==> src/rtl/table_arb_pkg.sv <==
// Shared types and helpers for the table access arbiter: pipeline entry
// format and the round-robin pick function.
package table_arb_pkg;

   localparam int MAX_REQ  = 8;
   localparam int PTR_BITS = 3;

   typedef struct packed {
      logic                vld;
      logic [PTR_BITS-1:0] id;
   } tbl_pipe_t;

   // One-hot pick of the first set bit in req at or above ptr, wrapping at n.
   function automatic logic [MAX_REQ-1:0] rr_pick(input logic [MAX_REQ-1:0] req,
                                                  input logic [PTR_BITS-1:0] ptr,
                                                  input int n);
      logic [MAX_REQ-1:0] g;
      logic [3:0]         idx;
      g = '0;
      for (int k = 0; k < MAX_REQ; k++) begin
         idx = {1'b0, ptr} + 4'(k);
         if (idx >= 4'(n)) idx = idx - 4'(n);
         if (k < n && g == '0 && req[idx[2:0]]) g[idx[2:0]] = 1'b1;
      end
      return g;
   endfunction

endpackage

==> src/rtl/table_arb_rr.sv <==
// Round-robin picker: eligible vector and pointer in, one-hot grant,
// encoded grant index and any-grant flag out.
module table_arb_rr
   import table_arb_pkg::*;
#(
   parameter int N_REQ = 4
) (
   input  logic [N_REQ-1:0]    eligible_i,
   input  logic [PTR_BITS-1:0] ptr_i,
   output logic [N_REQ-1:0]    grant_o,
   output logic [PTR_BITS-1:0] grant_idx_o,
   output logic                any_o
);

   logic [MAX_REQ-1:0] pick;

   always_comb begin
      pick        = rr_pick(MAX_REQ'(eligible_i), ptr_i, N_REQ);
      grant_o     = pick[N_REQ-1:0];
      any_o       = |pick;
      grant_idx_o = '0;
      for (int i = 0; i < N_REQ; i++) begin
         if (pick[i]) grant_idx_o = PTR_BITS'(i);
      end
   end

endmodule

==> src/rtl/table_access_arbiter.sv <==
// Shares one synchronous-read lookup table among N_REQ requesters with
// round-robin grant and per-requester response registers.
// Optional grant/stall statistics when TABLE_ARB_STATS_EN is defined.
module table_access_arbiter
   import table_arb_pkg::*;
#(
   parameter int N_REQ      = 4,
   parameter int ADDR_BITS  = 8,
   parameter int REAL_WIDTH = 18,
   parameter int SINT_BITS  = 8,
   parameter int UINT_BITS  = 8,
   parameter int TBL_LAT    = 1
) (
   input  logic                        clk,
   input  logic                        rst_n,
   input  logic [N_REQ-1:0]            req_valid,
   input  logic [N_REQ*ADDR_BITS-1:0]  req_addr,
   output logic [N_REQ-1:0]            req_ready,
   output logic [N_REQ-1:0]            resp_valid,
   input  logic [N_REQ-1:0]            resp_ready,
   output logic [N_REQ*REAL_WIDTH-1:0] resp_real,
   output logic [N_REQ*SINT_BITS-1:0]  resp_sint,
   output logic [N_REQ*UINT_BITS-1:0]  resp_uint,
   output logic [ADDR_BITS-1:0]        tbl_addr,
   output logic                        tbl_rd,
   input  logic [REAL_WIDTH-1:0]       tbl_real,
   input  logic [SINT_BITS-1:0]        tbl_sint,
   input  logic [UINT_BITS-1:0]        tbl_uint
`ifdef TABLE_ARB_STATS_EN
   ,
   output logic [N_REQ*16-1:0]         stat_grants,
   output logic [15:0]                 stat_stall
`endif
);

   // Stage 0 lines up with tbl_rd; the last stage lines up with valid table data.
   localparam int PIPE_DEPTH = TBL_LAT + 1;

   logic [PTR_BITS-1:0]         ptr_q, ptr_d;
   tbl_pipe_t                   pipe_q [PIPE_DEPTH];
   tbl_pipe_t                   cap;
   logic                        tbl_rd_q;
   logic [ADDR_BITS-1:0]        tbl_addr_q;
   logic [N_REQ-1:0]            resp_valid_q;
   logic [N_REQ*REAL_WIDTH-1:0] resp_real_q;
   logic [N_REQ*SINT_BITS-1:0]  resp_sint_q;
   logic [N_REQ*UINT_BITS-1:0]  resp_uint_q;

   logic [N_REQ-1:0]            busy, eligible, grant;
   logic [PTR_BITS-1:0]         grant_idx;
   logic                        grant_any;

   assign cap = pipe_q[PIPE_DEPTH-1];

   always_comb begin
      busy = resp_valid_q & ~resp_ready;
      for (int s = 0; s < PIPE_DEPTH; s++) begin
         for (int i = 0; i < N_REQ; i++) begin
            if (pipe_q[s].vld && pipe_q[s].id == PTR_BITS'(i)) busy[i] = 1'b1;
         end
      end
      // Gating with rst_n keeps req_ready low while reset is asserted.
      eligible = req_valid & ~busy & {N_REQ{rst_n}};
   end

   table_arb_rr #(.N_REQ(N_REQ)) u_rr (
      .eligible_i  (eligible),
      .ptr_i       (ptr_q),
      .grant_o     (grant),
      .grant_idx_o (grant_idx),
      .any_o       (grant_any)
   );

   always_comb begin
      ptr_d = ptr_q;
      if (grant_any) begin
         ptr_d = (grant_idx == PTR_BITS'(N_REQ-1)) ? '0 : grant_idx + 1'b1;
      end
   end

   always_ff @(posedge clk or negedge rst_n) begin
      if (!rst_n) begin
         ptr_q      <= '0;
         tbl_rd_q   <= 1'b0;
         tbl_addr_q <= '0;
         for (int s = 0; s < PIPE_DEPTH; s++) pipe_q[s] <= '0;
      end else begin
         ptr_q    <= ptr_d;
         tbl_rd_q <= grant_any;
         if (grant_any) tbl_addr_q <= req_addr[int'(grant_idx)*ADDR_BITS +: ADDR_BITS];
         pipe_q[0] <= '{vld: grant_any, id: grant_idx};
         for (int s = 1; s < PIPE_DEPTH; s++) pipe_q[s] <= pipe_q[s-1];
      end
   end

   // A capture for i takes priority over a consume of i on the same edge.
   always_ff @(posedge clk or negedge rst_n) begin
      if (!rst_n) begin
         resp_valid_q <= '0;
         resp_real_q  <= '0;
         resp_sint_q  <= '0;
         resp_uint_q  <= '0;
      end else begin
         for (int i = 0; i < N_REQ; i++) begin
            if (cap.vld && cap.id == PTR_BITS'(i)) begin
               resp_valid_q[i]                          <= 1'b1;
               resp_real_q[i*REAL_WIDTH +: REAL_WIDTH]  <= tbl_real;
               resp_sint_q[i*SINT_BITS +: SINT_BITS]    <= tbl_sint;
               resp_uint_q[i*UINT_BITS +: UINT_BITS]    <= tbl_uint;
            end else if (resp_valid_q[i] && resp_ready[i]) begin
               resp_valid_q[i] <= 1'b0;
            end
         end
      end
   end

   assign req_ready  = grant;
   assign resp_valid = resp_valid_q;
   assign resp_real  = resp_real_q;
   assign resp_sint  = resp_sint_q;
   assign resp_uint  = resp_uint_q;
   assign tbl_addr   = tbl_addr_q;
   assign tbl_rd     = tbl_rd_q;

`ifdef TABLE_ARB_STATS_EN
   logic [N_REQ*16-1:0] stat_grants_q;
   logic [15:0]         stat_stall_q;

   always_ff @(posedge clk or negedge rst_n) begin
      if (!rst_n) begin
         stat_grants_q <= '0;
         stat_stall_q  <= '0;
      end else begin
         for (int i = 0; i < N_REQ; i++) begin
            if (grant[i] && stat_grants_q[i*16 +: 16] != 16'hFFFF) begin
               stat_grants_q[i*16 +: 16] <= stat_grants_q[i*16 +: 16] + 16'd1;
            end
         end
         if (|req_valid && !grant_any && stat_stall_q != 16'hFFFF) begin
            stat_stall_q <= stat_stall_q + 16'd1;
         end
      end
   end

   assign stat_grants = stat_grants_q;
   assign stat_stall  = stat_stall_q;
`else
   // Statistics counters are not built in this configuration.
`endif

endmodule

==> config.mk <==
export PLATFORM = sky130hd
export DESIGN_NAME = table_access_arbiter
export DESIGN_NICKNAME = d
export VERILOG_FILES = /design/src/rtl/table_arb_pkg.sv /design/src/rtl/table_arb_rr.sv /design/src/rtl/table_access_arbiter.sv
export SDC_FILE = /design/constraint.sdc
export NUM_CORES = 1
export LEC_CHECK = 0
export CAP_MARGIN = 20
export CORE_ASPECT_RATIO = 0.8
export CORE_MARGIN = 1.5
export CORE_UTILIZATION = 46
export DETAILED_ROUTE_END_ITERATION = 8
export GPL_TIMING_DRIVEN = 1
export HOLD_SLACK_MARGIN = 0.03
export PLACE_DENSITY_LB_ADDON = 0.15
export SYNTH_ARGS = -nofsm -noshare
export SYNTH_HDL_FRONTEND = slang
export SYNTH_HIERARCHICAL = 1
export SYNTH_SLANG_ARGS = --single-unit
==> constraint.sdc <==
create_clock -name clk -period 6.2 [get_ports clk]
set_input_delay 1.55 -clock clk [delete_from_list [all_inputs] [get_ports clk]]
set_output_delay 1.55 -clock clk [all_outputs]
set_load 0.01 [all_outputs]
# ---- Yosys cells after proc, flatten, opt, wreduce, memory -nomap -nowiden
# Cells that the tools add are included.
dict set report totals {
  register_bits 159
  in_bits 76
  out_inout_bits 153
  elab_cells 131
}
dict set report classes {
  addsub 8
  n_lt_le_gt_ge 12
  n_eq_ne 7
  shifts 1
  muxes 44
  bitwise_logic 8
  reduce_logical 29
}
# operator count
set ops {}
lappend ops {{$mux W8} 4}
lappend ops {{$shiftx A32 B7 Y8} 1}
lappend ops {{$mux W1} 25}
lappend ops {{$logic_not A8 Y1} 3}
lappend ops {{$or A8 B8 Y8} 3}
lappend ops {{$logic_and A1 B1 Y1} 19}
lappend ops {{$lt A3 B4 Y1 const B} 4}
lappend ops {{$eq A3 B2 Y1 const B} 5}
lappend ops {{$mux W3} 5}
lappend ops {{$and A4 B4 Y4} 3}
lappend ops {{$bmux W1 S3} 4}
lappend ops {{$demux W1 S3} 4}
lappend ops {{$ge A3 B1 Y1 const B} 4}
lappend ops {{$ge A4 B3 Y1 const B} 3}
lappend ops {{$sub A3 B3 Y3 const B} 4}
lappend ops {{$add A3 B2 Y4 const B} 2}
lappend ops {{$not A4 Y4} 2}
lappend ops {{$reduce_bool A2 Y1} 4}
lappend ops {{$reduce_or A8 Y1} 1}
lappend ops {{$eq A3 B1 Y1 const B} 2}
lappend ops {{$logic_not A3 Y1} 2}
lappend ops {{$add A3 B1 Y4 const B} 1}
lappend ops {{$mux W2} 2}
lappend ops {{$add A3 B1 Y3 const B} 1}
lappend ops {{$ge A3 B3 Y1 const B} 1}

# ---- Longest topological paths before layout
# Gate-level depths: netlist (run 1).
dict set report logic_depth {
  ltp_word 24
  depth_mapped 13
  depth_no_buf 11
}

# ---- Modules after synthesis
# Netlist (run 1), hierarchy kept.
# mod n_inst cells_per_inst area_each_um2 seq_area_each_um2
set by_module_without_submodules {}
lappend by_module_without_submodules {table_access_arbiter 1 363 6155.9 3978.8}
lappend by_module_without_submodules {table_arb_rr 1 74 604.3 0.0}

# ---- Least setup slack after synthesis (run 1)
# OpenSTA, ideal clock, no wires.
dict set report synth_timing {
  path_kind {input -> output}
  startpoint {input resp_ready[0]}
  endpoint {output req_ready[0]}
  arrival_time_ns 4.098
  required_time_ns 4.650
  slack_ns 0.552
  cell_stages 8
  n_path_buf 0
  path_cell_list {inv_1 -> a2111oi_0 -> mux4_2 -> nand2_1 -> a32oi_2 -> or4b_4 -> nor3_1 -> a31o_1}
}
dict set report synth_via {
  elab_chain_len 19
  elab_cells_between_ends 28
  cone_classes {mux: 14; bitwise: 8; reduce/logical: 6}
}
# item line
set synth_rtl {}
lappend synth_rtl {{start, declared} table_access_arbiter.sv:20} ;# input logic [N_REQ-1:0] resp_ready,
lappend synth_rtl {{$not A4 Y4 (*)} table_access_arbiter.sv:56} ;# busy = resp_valid_q & ~resp_ready;
lappend synth_rtl {{$and A4 B4 Y4 (*)} table_access_arbiter.sv:56}
lappend synth_rtl {{$mux W1 (*) (2 in series)} table_access_arbiter.sv:59} ;# if (pipe_q[s].vld && pipe_q[s].id == PTR_BITS'(i)) busy[i] = 1'b1;
lappend synth_rtl {{$not A4 Y4 (*)} table_access_arbiter.sv:63} ;# eligible = req_valid & ~busy & {N_REQ{rst_n}};
lappend synth_rtl {{$and A4 B4 Y4 (*) (2 in series)} table_access_arbiter.sv:63}
lappend synth_rtl {{net eligible[0]} table_access_arbiter.sv:49} ;# logic [N_REQ-1:0] busy, eligible, grant;
lappend synth_rtl {{$bmux W1 S3} table_arb_pkg.sv:23} ;# if (k < n && g == '0 && req[idx[2:0]]) g[idx[2:0]] = 1'b1;
lappend synth_rtl {{$mux W1 (not written as such)} table_arb_pkg.sv:23}
lappend synth_rtl {{(+2 left out)} --}
lappend synth_rtl {{$logic_and A1 B1 Y1} table_arb_pkg.sv:23}
lappend synth_rtl {{$mux W8} table_arb_pkg.sv:23}
lappend synth_rtl {{$logic_not A8 Y1} table_arb_pkg.sv:23}
lappend synth_rtl {{$logic_and A1 B1 Y1} table_arb_pkg.sv:23}
lappend synth_rtl {{$mux W8} table_arb_pkg.sv:23}
lappend synth_rtl {{$logic_not A8 Y1} table_arb_pkg.sv:23}
lappend synth_rtl {{$logic_and A1 B1 Y1} table_arb_pkg.sv:23}
lappend synth_rtl {{$mux W8 (*)} table_arb_pkg.sv:23}
lappend synth_rtl {{end, declared} table_access_arbiter.sv:18} ;# output logic [N_REQ-1:0] req_ready,
# Mark *: on every way through the listed nets, which the timed path passes. The rest lies on a longest branch. The select of a mux whose other input is x is not followed.

# ---- Worst setup path after layout (run 1)
dict set report layout_timing {
  startpoint {input resp_ready[1]}
  endpoint {output req_ready[1]}
}
# The elaborated chain is that of the path after synthesis.

==> out/summary.txt, run 1 <==
Synth Flop Type = dfrtp_1
critical path launch point type = input port
CTS tree = yes
Async SR Flop Fraction = 100.0%
first-pass GRT wire length = 26790 um
Synth Area per Inst = 15.47 um2
largest net degree at the start of global routing = 63
combinational power share = 49.3%
DP HPWL = 11630 um
Num CTS Buffers = 17
vias per cell = 5.311
CP Capture Point = req_ready[1]
drc violations = 0
minimum clock period = 6.042 ns
Slew Limit Fails = 0
Clock power frac = 18.3%
# nets final = 769
clk root buf = clkbuf_16
Crit. Startpoint = resp_ready[1]
Int Power = 0.003863 W
drt wl/cell = 18.75 um
status = completed
R2R Path End = tbl_addr[2]
Routed WL = 16520 um
EDFF count, synth = 0
Synth Cell Area = 6760 um2
core box area = 14300 um2
Worst EP arrival = 4.49 ns
Seq pwr share = 32.3%
top post-synthesis cells by area = dfrtp_1 59%, mux2_2 22%, mux4_2 3.7%, ha_1 1.7%, a22o_1 1.0%
Cells after Synth = 437
# placed instances = 848
Pwr per Cell Area = 574.4 nW/um2
Reg2Reg Setup Slack = 1.52 ns
unrepaired setup endpoints after global routing = no
Synth Register Bits = 159
Cell Count, Final, Fillers Out = 881
row count = 39
multi-input combinational cell area = 2664 um2
Routed Antenna Nets = 0
I/O pins = 229
cell taking the most area after synthesis = dfrtp_1
clk buf depth = 2
fillcell total = 984
max_cap viols = 0
hold_buf cts = 0
Layout area overhead = 47.34%
Worst EP required = 4.65 ns
CP Class = in2out
Inserted Diodes = 0
maximum vdd drop = 331.5 uV
clock sink count = 159
Post-Route Setup TNS = 0 ns
CP endpoint kind = output pin
Starting Density = 47.28%
Pleak = 4.246 nW
Cell variety after synth = 57
power after layout = 0.005722 W
R2R cell count = 12
Final Hold Violating Endpoints = 0
Switching Share = 32.49%
DR vias = 4679
die area = 15440 um2
crit path max fanout = 5
number of global-route vias before repair = 4903
max frequency = 165.5 MHz
Psw = 0.001859 W
clock transition at the registers of the reported paths = 0.06 ns
initial antenna violation count = 0
post-synthesis sequential area ratio = 58.86%
input/output buffers = 228
Die X = 138.5 um
GPL Wtd Cong = 0.8816
GR Util All Layers = 22.32%
H-tree depth = 4
worst hold path class = reg2reg
post-synth top area share = 58.86%
Max-slew headroom = 47.41%
Reg area = 3979 um2
r2r startpoint = pipe_q[5]
GR Overflow Total = 0
crit share post-route = 97.44%
Final setup viols = 0
worst hold path cell count = 0
Synth warnings = 6
Worst-Margin Slew = 0.7778 ns
Die Y = 111.4 um
DR iter-0 viols = 228
clk_skew = 0.009746 ns
share of layout cells above drive strength 1 = 30.56%
worst skew pair latency = 0.41 ns
router iterations before antenna repair = 4
Mapped Nets = 522
==> worst max-delay path: stages <==
cell	delay [ns]
clkdlybuf4s50_1	0.46
inv_1	0.06
a2111oi_1	0.38
buf_4	0.20
mux4_2	0.28
nand2_1	0.09
a32oi_2	0.23
or4b_4	0.55
o41ai_4	0.37
dlygate4sd2_1	0.31
==> synthesized netlist by cell type (2+ instances only) <==
library cell and n:
mux2i_1 3, ha_1 9, or4_1 2, nand3b_1 2
mux4_2 11, a22o_1 8, mux2_1 2, o2111ai_1 2
nor2b_1 3, a31oi_1 3, buf_2 8, a21o_1 3
nor4bb_1 3, buf_4 6, inv_1 10, nor2_1 3
nand2b_1 3, o21a_1 3, buf_6 4, a32oi_1 3
mux2_2 134, dfrtp_1 159, nand2_1 10, o21ai_0 6
a31o_1 2, nand3_1 3, or3_1 2
==> cell type report <==
| type | instances | area share, % |
|---|---|---|
| clock inverters | 10 | 1.231 |
| inverters | 11 | 0.4145 |
| flip-flops and latches | 159 | 39.94 |
| multi-input cells | 247 | 26.74 |
| clock buffers | 22 | 4.861 |
| well taps | 184 | 2.311 |
| repair buffers | 248 | 24.49 |
==> state kept, by name (all words and copies together), names as in the netlist <==
register	count
tbl_addr	8
resp_uint	32
tbl_rd	1
resp_sint	32
cap	4
ptr_q	3
pipe_q	3
resp_valid	4
resp_real	72
==> cell usage in the layout, fill, tap and decap left out, types with 5 or more instances in the layout <==
cell type and n:
mux4_2 11, clkdlybuf4s50_1 223, inv_1 9, buf_4 20, dfrtp_1 159, a22o_1 8
nand2_1 10, clkbuf_16 17, ha_1 9, mux2_2 134, o21ai_0 5
==> stage by stage <==
step	instance area, um2	hold WS, ns	setup slack (ns)	util (%)
after floorplan	6760	0.4065	0.5516	-
after global placement	9294	0.4181	-0.1493	65.00
after detailed placement	9294	0.4294	-0.2589	65.00
after CTS	9923	0.4436	-0.07864	69.41
after global routing	9961	0.4717	0.06372	69.67
final	9961	0.4501	0.1584	69.67
==> how the worst min path moves through the flow <==
| stage | from | endpoint | slack, ns |
|---|---|---|---|
| 3_5_place_dp | pipe_q[4] | cap[0] | 0.43 |
| 6_report | pipe_q[4] | cap[0] | 0.45 |
| 5_1_grt | pipe_q[4] | cap[0] | 0.47 |
| 3_3_place_gp | pipe_q[4] | cap[0] | 0.42 |
| 2_1_floorplan | pipe_q[4] | cap[0] | 0.41 |
| 4_1_cts | pipe_q[4] | cap[0] | 0.44 |
==> layer usage <==
| layer | part of all wire, % | vias to the layer above | global-route usage [%] | routed length, um |
|---|---|---|---|---|
| met4 | 1.3 | 0 | 6.877 | 220 |
| li1 | - | 2106 | - | - |
| met1 | 42 | 2384 | 28.29 | 6946 |
| met5 | 0 | - | 0 | 0 |
| met3 | 5.6 | 18 | 6.065 | 933 |
| met2 | 51 | 171 | 37.61 | 8423 |
==> cells by family after synthesis <==
logic type / share of synthesized area [%]
simple gates: 4.479
other cells: 0.05547
flops: 58.86
fa+ha+maj: 1.666
buf+inv: 2.647
compound gates: 5.534
mux: 26.76
==> timing repair <==
item,4_1_cts,5_1_grt
hold endpoints to repair,0,0
setup endpoints to repair,4,3
setup buffers,0,1
pin swaps,0,1
gates resized for setup,5,8
==> power by group through the flow <==
stage                     sequential, W  clock, W  combinational (W)
after floorplan                 0.00206         0            0.00120
after global routing            0.00192   0.00113            0.00301
after CTS                       0.00185   0.00107            0.00283
final                           0.00185   0.00105            0.00282
after global placement          0.00183         0            0.00275
after detailed placement        0.00187         0            0.00282
No activity file was read; power rests on OpenSTA's default activity.
==> run 2, diff against run 1 <==
- GPL_ROUTABILITY_DRIVEN: not set -> 1
- GPL_TIMING_DRIVEN: 1 -> not set
==> results of run 2 <==
No change in the layout: final DEF, timing and power equal those of run 1.
==> run 3, diff against run 2 <==
- clock period: 6.2 -> 6.4 ns (I/O delays scaled with it)
==> run 3 against run 2 <==
Compared with the run above:
- critical path depth up 2
- cell count down 0.11%
- combinational power decreased by 3%
- hold slack better by 0.0012 ns
- sequential power shrank 3%
- clock-buffer cell count unchanged
- cell area decreased by 0.10%
- die area did not move
- utilization down 0.070 points
- worst setup slack worse by 0.019 ns
- critical endpoint is now req_ready[2]
==> out/summary.txt, run 3 (synthesis gave the netlist of run 1 again) <==
I/O pins = 229 (unchanged)
max reg flops = 72 (unchanged)
max_cap viols = 0 (unchanged)
clk buf depth = 2 (unchanged)
DR vias = 4676 (was 4679)
minimum clock period = 6.260 ns
Pwr per Cell Area = 555.6 nW/um2 (was 574.4 nW/um2)
hold_buf cts = 0 (unchanged)
met3 wire len = 941 um (was 933 um)
drt wl/cell = 18.87 um (was 18.75 um)
largest net degree at the start of global routing = 65 (was 63)
worst skew pair latency = 0.41 ns (about the same)
Slew Limit Fails = 0 (unchanged)
Inserted Diodes = 0 (unchanged)
GR Overflow Total = 0 (unchanged)
router iterations before antenna repair = 4 (unchanged)
share of layout cells above drive strength 1 = 30.32% (was 30.56%)
crit path max fanout = 6 (was 5)
Worst EP required = 4.80 ns (was 4.65 ns)
DP HPWL = 11740 um (was 11630 um)
drc violations = 0 (unchanged)
Psw = 0.001787 W (was 0.001859 W)
Worst-Margin Slew = 0.8073 ns (was 0.7778 ns)
critical path launch point type = input port (unchanged)
max frequency = 159.7 MHz
row count = 39 (unchanged)
Routed WL = 16600 um (was 16520 um)
GR Util All Layers = 22.65% (was 22.32%)
status = completed (unchanged)
initial antenna violation count = 0 (unchanged)
first-pass GRT wire length = 27260 um (was 26790 um)
Num CTS Buffers = 17 (unchanged)
Int Power = 0.003742 W (was 0.003863 W)
DR iter-0 viols = 192 (was 228)
Final Core Density = 69.60% (was 69.67%)
clk_skew = 0.008127 ns (was 0.009746 ns)
maximum vdd drop = 454.2 uV (was 331.5 uV)
core box area = 14300 um2 (unchanged)
Worst EP arrival = 4.66 ns (was 4.49 ns)
Final Hold Violating Endpoints = 0 (unchanged)
crit share post-route = 97.82%
most common cell after layout, fill and taps aside = clkdlybuf4s50_1 (unchanged)
Max-slew headroom = 46.18% (was 47.41%)
Setup WS post-layout = 0.1396 ns (was 0.1584 ns)
clock transition at the registers of the reported paths = 0.06 ns (about the same)
Pleak = 4.173 nW (was 4.246 nW)
CP Class = in2out (unchanged)
worst hold path class = reg2reg (unchanged)
Die X = 138.5 um (unchanged)
Die Y = 111.4 um (unchanged)
Clock power frac = 18.3% (about the same)
CP endpoint kind = output pin (unchanged)
clock sink count = 159 (unchanged)
combinational power share = 49.3% (about the same)
number of global-route vias before repair = 5027 (was 4903)
Starting Density = 47.28% (unchanged)
Top Layer Used = met4 (unchanged)
Layout area overhead = 47.20% (was 47.34%)
die area = 15440 um2 (unchanged)
post-placement worst setup slack = -0.05442 ns (was -0.2589 ns)
H-tree depth = 4 (unchanged)
GPL Wtd Cong = 0.8677 (was 0.8816)
Routed Antenna Nets = 0 (unchanged)
most frequent cells in the layout = 226 x clkdlybuf4s50_1, 159 x dfrtp_1, 134 x mux2_2 (was 223 x clkdlybuf4s50_1, 159 x dfrtp_1, 134 x mux2_2)
CTS tree = yes (unchanged)
M1 WL = 6997 um (was 6946 um)
Seq pwr share = 32.4% (was 32.3%)
Final setup viols = 0 (unchanged)
unrepaired setup endpoints after global routing = no (unchanged)
clk root buf = clkbuf_16 (unchanged)
input/output buffers = 228 (unchanged)
WL met2 = 8521 um (was 8423 um)
# nets final = 769 (unchanged)
Switching Share = 32.32% (was 32.49%)
vias per cell = 5.314 (was 5.311)
-- run 3: changes by cell type in the layout (fill, tap and decap cells not counted), sizes merged --
cell / delta
dlymetal6s2s: -3
clkinv: -2
clkdlybuf4s50: +3
bufinv: +1
inv: -3
clkinvlp: +3
-- run 3: cell type report --
cell class | count | area (um2)
Inverter | 11 | 41.29
Clock inverter | 9 | 135.1
Timing Repair Buffer | 248 | 2432
Fill cell | 1025 | 4347
Multi-Input combinational cell | 247 | 2679
Clock buffer | 22 | 454.2
Sequential cell | 159 | 3979
Tap cell | 184 | 230.2
-- run 3: stage by stage --
| step | instances | total power, W | area, um2 | setup TNS [ns] | hold slack, ns |
|---|---|---|---|---|---|
| floorplan | 437 | 0.003152 | 6760 | 0 | 0.4065 |
| global placement | 846 | 0.004426 | 9279 | -0.01763 | 0.4182 |
| detailed placement | 846 | 0.004527 | 9279 | -0.08542 | 0.4335 |
| CTS | 877 | 0.005556 | 9891 | 0 | 0.4480 |
| global route | 880 | 0.005854 | 9951 | 0 | 0.4574 |
| finish | 880 | 0.005529 | 9951 | 0 | 0.4512 |
-- run 3: routing by layer --
metal	global-route usage, %	up-vias
met5	0	-
met4	7.298	0
met3	5.677	12
met2	38.77	157
met1	28.36	2389
li1	-	2118
-- run 3: final timing paths --
path	from	end	slack [ns]	cells after the start
worst max-delay path	resp_ready[0]	req_ready[2]	0.14	12
worst min-delay path	pipe_q[4]	cap[0]	0.45	0
worst max register to register	pipe_q[4]	tbl_addr[2]	1.59	13
worst min register to register	pipe_q[4]	cap[0]	0.45	0
max in group asynchronous	rst_n	resp_real[41]	3.99	3
min in group asynchronous	rst_n	resp_sint[20]	1.21	2
-- run 3: critical path, stage by stage --
cell	delay [ns]
clkdlybuf4s50_1	0.42
inv_2	0.09
a2111oi_4	0.07
buf_4	0.18
mux4_2	0.50
buf_4	0.18
nand2_1	0.11
a31oi_1	0.09
or4b_4	0.58
nand3b_1	0.21
nand2_1	0.09
clkdlybuf4s50_1	0.53
-- run 3: repair_timing --
item                                    CTS  global route
endpoints found under the setup margin    4             3
pin swaps                                 0             1
resized for setup                         5             8
setup buffers                             0             3
-- run 3: power by group through the flow --
stage,Clock [W],Sequential (W),Combinational [W]
2_1_floorplan,0,0.00199,0.00116
5_1_grt,0.00108,0.00186,0.00291
6_report,0.00101,0.00179,0.00273
3_5_place_dp,0,0.00181,0.00272
3_3_place_gp,0,0.00177,0.00265
4_1_cts,0.00103,0.00180,0.00273
